`config.mk`:
```
export PLATFORM = sky130hd
export DESIGN_NAME = iiitb_sipo_rx
export DESIGN_NICKNAME = d
export VERILOG_FILES = /design/src/rtl/iiitb_sipo_rx.sv
export SDC_FILE = /design/constraint.sdc
export NUM_CORES = 1
export LEC_CHECK = 0
export ABC_AREA = 1
export CORE_AREA = 2 2 39 41
export DETAILED_ROUTE_END_ITERATION = 8
export DIE_AREA = 0 0 41 43
export PLACE_DENSITY = 0.73
export SKIP_CTS_REPAIR_TIMING = 1
export SLEW_MARGIN = 10
export SYNTH_ARGS = -nofsm -noshare
export SYNTH_HDL_FRONTEND = slang
export SYNTH_SLANG_ARGS = --single-unit
export TNS_END_PERCENT = 5
```
`constraint.sdc`:
```
create_clock -name wb_clk_i -period 2.15 [get_ports wb_clk_i]
set_input_delay 0.5375 -clock wb_clk_i [delete_from_list [all_inputs] [get_ports wb_clk_i]]
set_output_delay 0.5375 -clock wb_clk_i [all_outputs]
set_load 0.01 [all_outputs]
```
`src/rtl/iiitb_sipo_rx.sv`:
```
`default_nettype none
// +----------------------------------------------------------------------------+
// | iiitb_sipo_rx : framed LSB-first serial receiver, 1-entry valid/ready buf  |
// | Option macro  : IIITB_SIPO_STOP_CHECK_EN (stop-bit check, frame_err)       |
// | Revision      : 1.0                                                        |
// +----------------------------------------------------------------------------+
module iiitb_sipo_rx #(
   parameter int WIDTH = 4
) (
   input  logic             wb_clk_i,
   input  logic             wb_rst_i,
   input  logic             serial_in,
   input  logic             frame_n,
   output logic [WIDTH-1:0] rx_data,
   output logic             rx_valid,
   input  logic             rx_ready,
   output logic             overrun,
   input  logic             overrun_clr,
   output logic             busy,
   output logic             frame_err
);

   localparam int             CW   = $clog2(WIDTH + 1);
   localparam logic [CW-1:0]  LAST = CW'(WIDTH - 1);

   typedef enum logic [1:0] {
      S_IDLE  = 2'd0,
      S_SHIFT = 2'd1,
      S_CHECK = 2'd2
   } state_t;

   state_t             state_q, state_d;
   logic [CW-1:0]      cnt_q;
   logic [WIDTH-2:0]   sr_q;
   logic [WIDTH-1:0]   rx_data_q;
   logic               rx_valid_q;
   logic               overrun_q;
   logic               busy_q;

   logic               w_last;
   logic [WIDTH-1:0]   w_word;
   logic               w_pub;
   logic [WIDTH-1:0]   w_pub_word;

   assign w_last = (state_q == S_SHIFT) && (cnt_q == LAST);
   // The incoming bit lands in the MSB; the older bits already sit right-aligned below it.
   assign w_word = {serial_in, sr_q};

`ifdef IIITB_SIPO_STOP_CHECK_EN
   logic [WIDTH-1:0]   hold_q;
   logic               frame_err_q;
   logic               w_stop_err;

   assign w_pub      = (w_last && !frame_n) || ((state_q == S_CHECK) && serial_in);
   assign w_pub_word = (state_q == S_CHECK) ? hold_q : w_word;
   assign w_stop_err = (state_q == S_CHECK) && !serial_in;
   assign frame_err  = frame_err_q;
`else
   assign w_pub      = w_last;
   assign w_pub_word = w_word;
   assign frame_err  = 1'b0;
`endif

   always_comb begin
      state_d = state_q;
      case (state_q)
         S_IDLE: begin
            if (!frame_n) state_d = S_SHIFT;
         end
         S_SHIFT: begin
            if (!frame_n) begin
               state_d = S_SHIFT;
            end else if (w_last) begin
`ifdef IIITB_SIPO_STOP_CHECK_EN
               state_d = S_CHECK;
`else
               state_d = S_IDLE;
`endif
            end
         end
`ifdef IIITB_SIPO_STOP_CHECK_EN
         S_CHECK: begin
            state_d = frame_n ? S_IDLE : S_SHIFT;
         end
`endif
         default: state_d = S_IDLE;
      endcase
   end

   always_ff @(posedge wb_clk_i) begin
      if (wb_rst_i) begin
         state_q    <= S_IDLE;
         cnt_q      <= '0;
         sr_q       <= '0;
         rx_data_q  <= '0;
         rx_valid_q <= 1'b0;
         overrun_q  <= 1'b0;
         busy_q     <= 1'b0;
`ifdef IIITB_SIPO_STOP_CHECK_EN
         hold_q      <= '0;
         frame_err_q <= 1'b0;
`endif
      end else begin
         state_q <= state_d;
         busy_q  <= (state_d != S_IDLE);

         if (state_q == S_SHIFT) begin
            // A low frame_n before the last bit is the T0 of a new frame, so no sample is taken.
            cnt_q <= (w_last || !frame_n) ? '0 : cnt_q + CW'(1);
            if (w_last || frame_n) sr_q <= w_word[WIDTH-1:1];
         end else begin
            cnt_q <= '0;
         end

`ifdef IIITB_SIPO_STOP_CHECK_EN
         if (w_last) hold_q <= w_word;
         if (w_stop_err) frame_err_q <= 1'b1;
`endif

         if (w_pub) begin
            if (!(rx_valid_q && !rx_ready)) begin
               rx_data_q  <= w_pub_word;
               rx_valid_q <= 1'b1;
            end
         end else if (rx_valid_q && rx_ready) begin
            rx_valid_q <= 1'b0;
         end

         if (overrun_clr) overrun_q <= 1'b0;
         if (w_pub && rx_valid_q && !rx_ready) overrun_q <= 1'b1;
      end
   end

   assign rx_data  = rx_data_q;
   assign rx_valid = rx_valid_q;
   assign overrun  = overrun_q;
   assign busy     = busy_q;

endmodule
`default_nettype wire
```
==> impl_metrics.env <==
export IMPL_stdcell_count=106
export IMPL_ir_worst_vdd_v=0.000374
export IMPL_finalInstanceArea_um2=764
export IMPL_setup_repair_after_global_routing_missed_its_margin="false"
export IMPL_boundaryPins=14
export IMPL_routedWlPerCell_um=8.80
export IMPL_firstDrtPassIters=4
export IMPL_power_per_standard_cell_area_nw_per_um2=607
export IMPL_hold_path_class="reg2reg"
export IMPL_first_global_vias=415
export IMPL_buf_inv_stages_crit_path=1
export IMPL_critical_path_max_fanout=2
export IMPL_via_per_inst=4.74
export IMPL_detailed_place_hpwl_um=739
export IMPL_path_cells="clkdlybuf4s50_1"
export IMPL_crit_slowest_cell="sky130_fd_sc_hd__clkdlybuf4s50_1"
export IMPL_syn_to_final_growth_pct=26.0
export IMPL_initialDrtViolationCount=4
export IMPL_crit_path_start_kind="flip-flop"
export IMPL_die_w_um=41
export IMPL_synth_seq_cells=15
export IMPL_overflow=0
export IMPL_final_net_count=99
export IMPL_drc=0
export IMPL_largest_net_degree_at_the_start_of_global_routing=11
export IMPL_timing_critical_path_max_delay_family="buffers and inverters"
export IMPL_initial_antenna_violation_count=0
export IMPL_ant_nets=0
export IMPL_yosys_warnings=0
export IMPL_ctsRootBufferMaster="sky130_fd_sc_hd__clkbuf_4"
export IMPL_globalRouteTotalUtil_pct=14.5
export IMPL_placement_rows=14
export IMPL_status="finished clean"
export IMPL_maximum_single_stage_delay_on_the_critical_path_ns=0.53
export IMPL_path_type_of_the_worst_setup_path="reg2out"
export IMPL_clock_insertion_delay_at_the_later_pin_of_the_skew_report_ns=0.27
export IMPL_io_buffer_count=12
export IMPL_cts_buffers=3
export IMPL_ys_seq_area_share_pct=49.5
export IMPL_dpl_instance_area_um2=738
export IMPL_core_area_um2=1380
export IMPL_worst_ep_arrival_time_ns=1.14
export IMPL_p_leak_nw=0.305
export IMPL_cts_sink_count=15
export IMPL_die_y_um=43
export IMPL_gp_routability_congestion=0.769
export IMPL_max_freq_mhz=596
export IMPL_worst_ep_required_time_ns=1.61
export IMPL_post_synth_inst_count=75
export IMPL_htree_levels=1
export IMPL_syn_mean_instance_area_um2=8.09
export IMPL_vias_after_detailed_routing=502
export IMPL_synthesis_area_um2=607
export IMPL_totalWireLength_um=933
export IMPL_ant_diodes=0
export IMPL_clock_skew_ns=0.000417
export IMPL_drive_gt1_share_pct=12.2
export IMPL_grt_first_pass_wirelength_mm=1.66
export IMPL_area_sequential_um2=300
export IMPL_nFillCells=143
export IMPL_cts_max_path_buffers=2
export IMPL_hold_viol_final=0
export IMPL_cts_clock_pin_slew_for_the_worst_setup_and_hold_paths_ns=0.08
export IMPL_dp_cells=102
export IMPL_setup_violations=0
export IMPL_cts_tree="done"
export IMPL_yosys_cell_types_count=17
export IMPL_timing_max_transition_violations_final=0
export IMPL_design_die_area_um2=1760
export IMPL_multi_input_area_um2=249
export IMPL_initial_utilization_pct=43.9
export IMPL_critical_path_endpoint_type="output port"
export IMPL_period_share_pct=78.0
export IMPL_post_layout_utilization_of_the_core_pct=55.2
export IMPL_max_cap_violations=0
export IMPL_fin_tns_setup_ns=0
export IMPL_final_period_minus_worst_setup_slack_ns=1.68
## path summary, 6_finish.rpt
path / startpoint / endpoint / slack (ns) / cells past startpoint
setup reg to reg: cnt_q[0] / sr_q[2] / 0.81 / 7
setup / recovery: overrun / overrun / 0.47 / 1
hold / removal: cnt_q[0] / cnt_q[0] / 0.43 / 1
hold reg to reg: cnt_q[0] / cnt_q[0] / 0.43 / 1
## metrics by stage
stage,hold WS [ns],power (mW),worst slack [ns]
finish,0.430,0.464,0.472
global route,0.441,0.486,0.399
CTS,0.437,0.474,0.453
detailed placement,0.425,0.319,0.498
global placement,0.409,0.318,0.550
floorplan,0.398,0.307,0.954
## sequential cells by signal, summed over array words and instances, names as in the netlist
register / flops
overrun: 1
busy: 1
cnt_q: 3
rx_data: 4
state_q: 2
sr_q: 3
rx_valid: 1
## per-layer routing
layer  track usage (%)  part of all wire, %  wire length, um  vias up
met5                 0                    0                0        -
met4              12.0                  1.8               17        0
met3              3.14                  5.6               52        2
met2              20.9                   49              459       13
met1              17.2                   43              404      222
li1                  -                    -                -      265
## kinds of logic (layout without fill, tap and decap cells)
group           after synthesis  after routing  share of synthesized area (%)
compound gates                6              6                           4.95
fa+ha+maj                     2              2                           4.12
buf+inv                      15             29                           10.1
flops                        15             15                           49.5
other cells                   1              2                          0.618
simple gates                 36             36                           30.7
## synthesized netlist by cell type, drive strengths merged
cell type	count	area [um2]
conb	1	3.75
nand2	11	43.8
nand3b	1	11.3
ha	2	25.0
clkbuf	1	5.00
nor3	2	10.0
a21oi	6	30.0
inv	13	48.8
buf	1	7.51
nor2	13	63.8
nand4	5	37.5
nand3	4	20.0
dfxtp	15	300
## cell type report
type	count	area share, %
Clock buffer	4	3.44
Inverter	13	6.38
Multi-Input combinational cell	46	32.6
Sequential cell	15	39.3
Tap cell	16	2.62
Timing Repair Buffer	12	15.7
## cells in the final DEF, fill, tap and decap left out, drive strengths merged
cell           instances
clkdlybuf4s50         12
ha                     2
nor2                  13
nand3b                 1
conb                   2
inv                   13
nand2                 11
nand3                  4
clkbuf                 4
nor3                   2
dfxtp                 15
nand4                  5
a21oi                  6
## power by group
group	switching [mW]	internal (mW)	total (mW)
combinational	0.0142	0.0141	0.0283
sequential	0.00278	0.281	0.284
clock	0.0800	0.0719	0.152
Power figures use the tool's default switching activity.
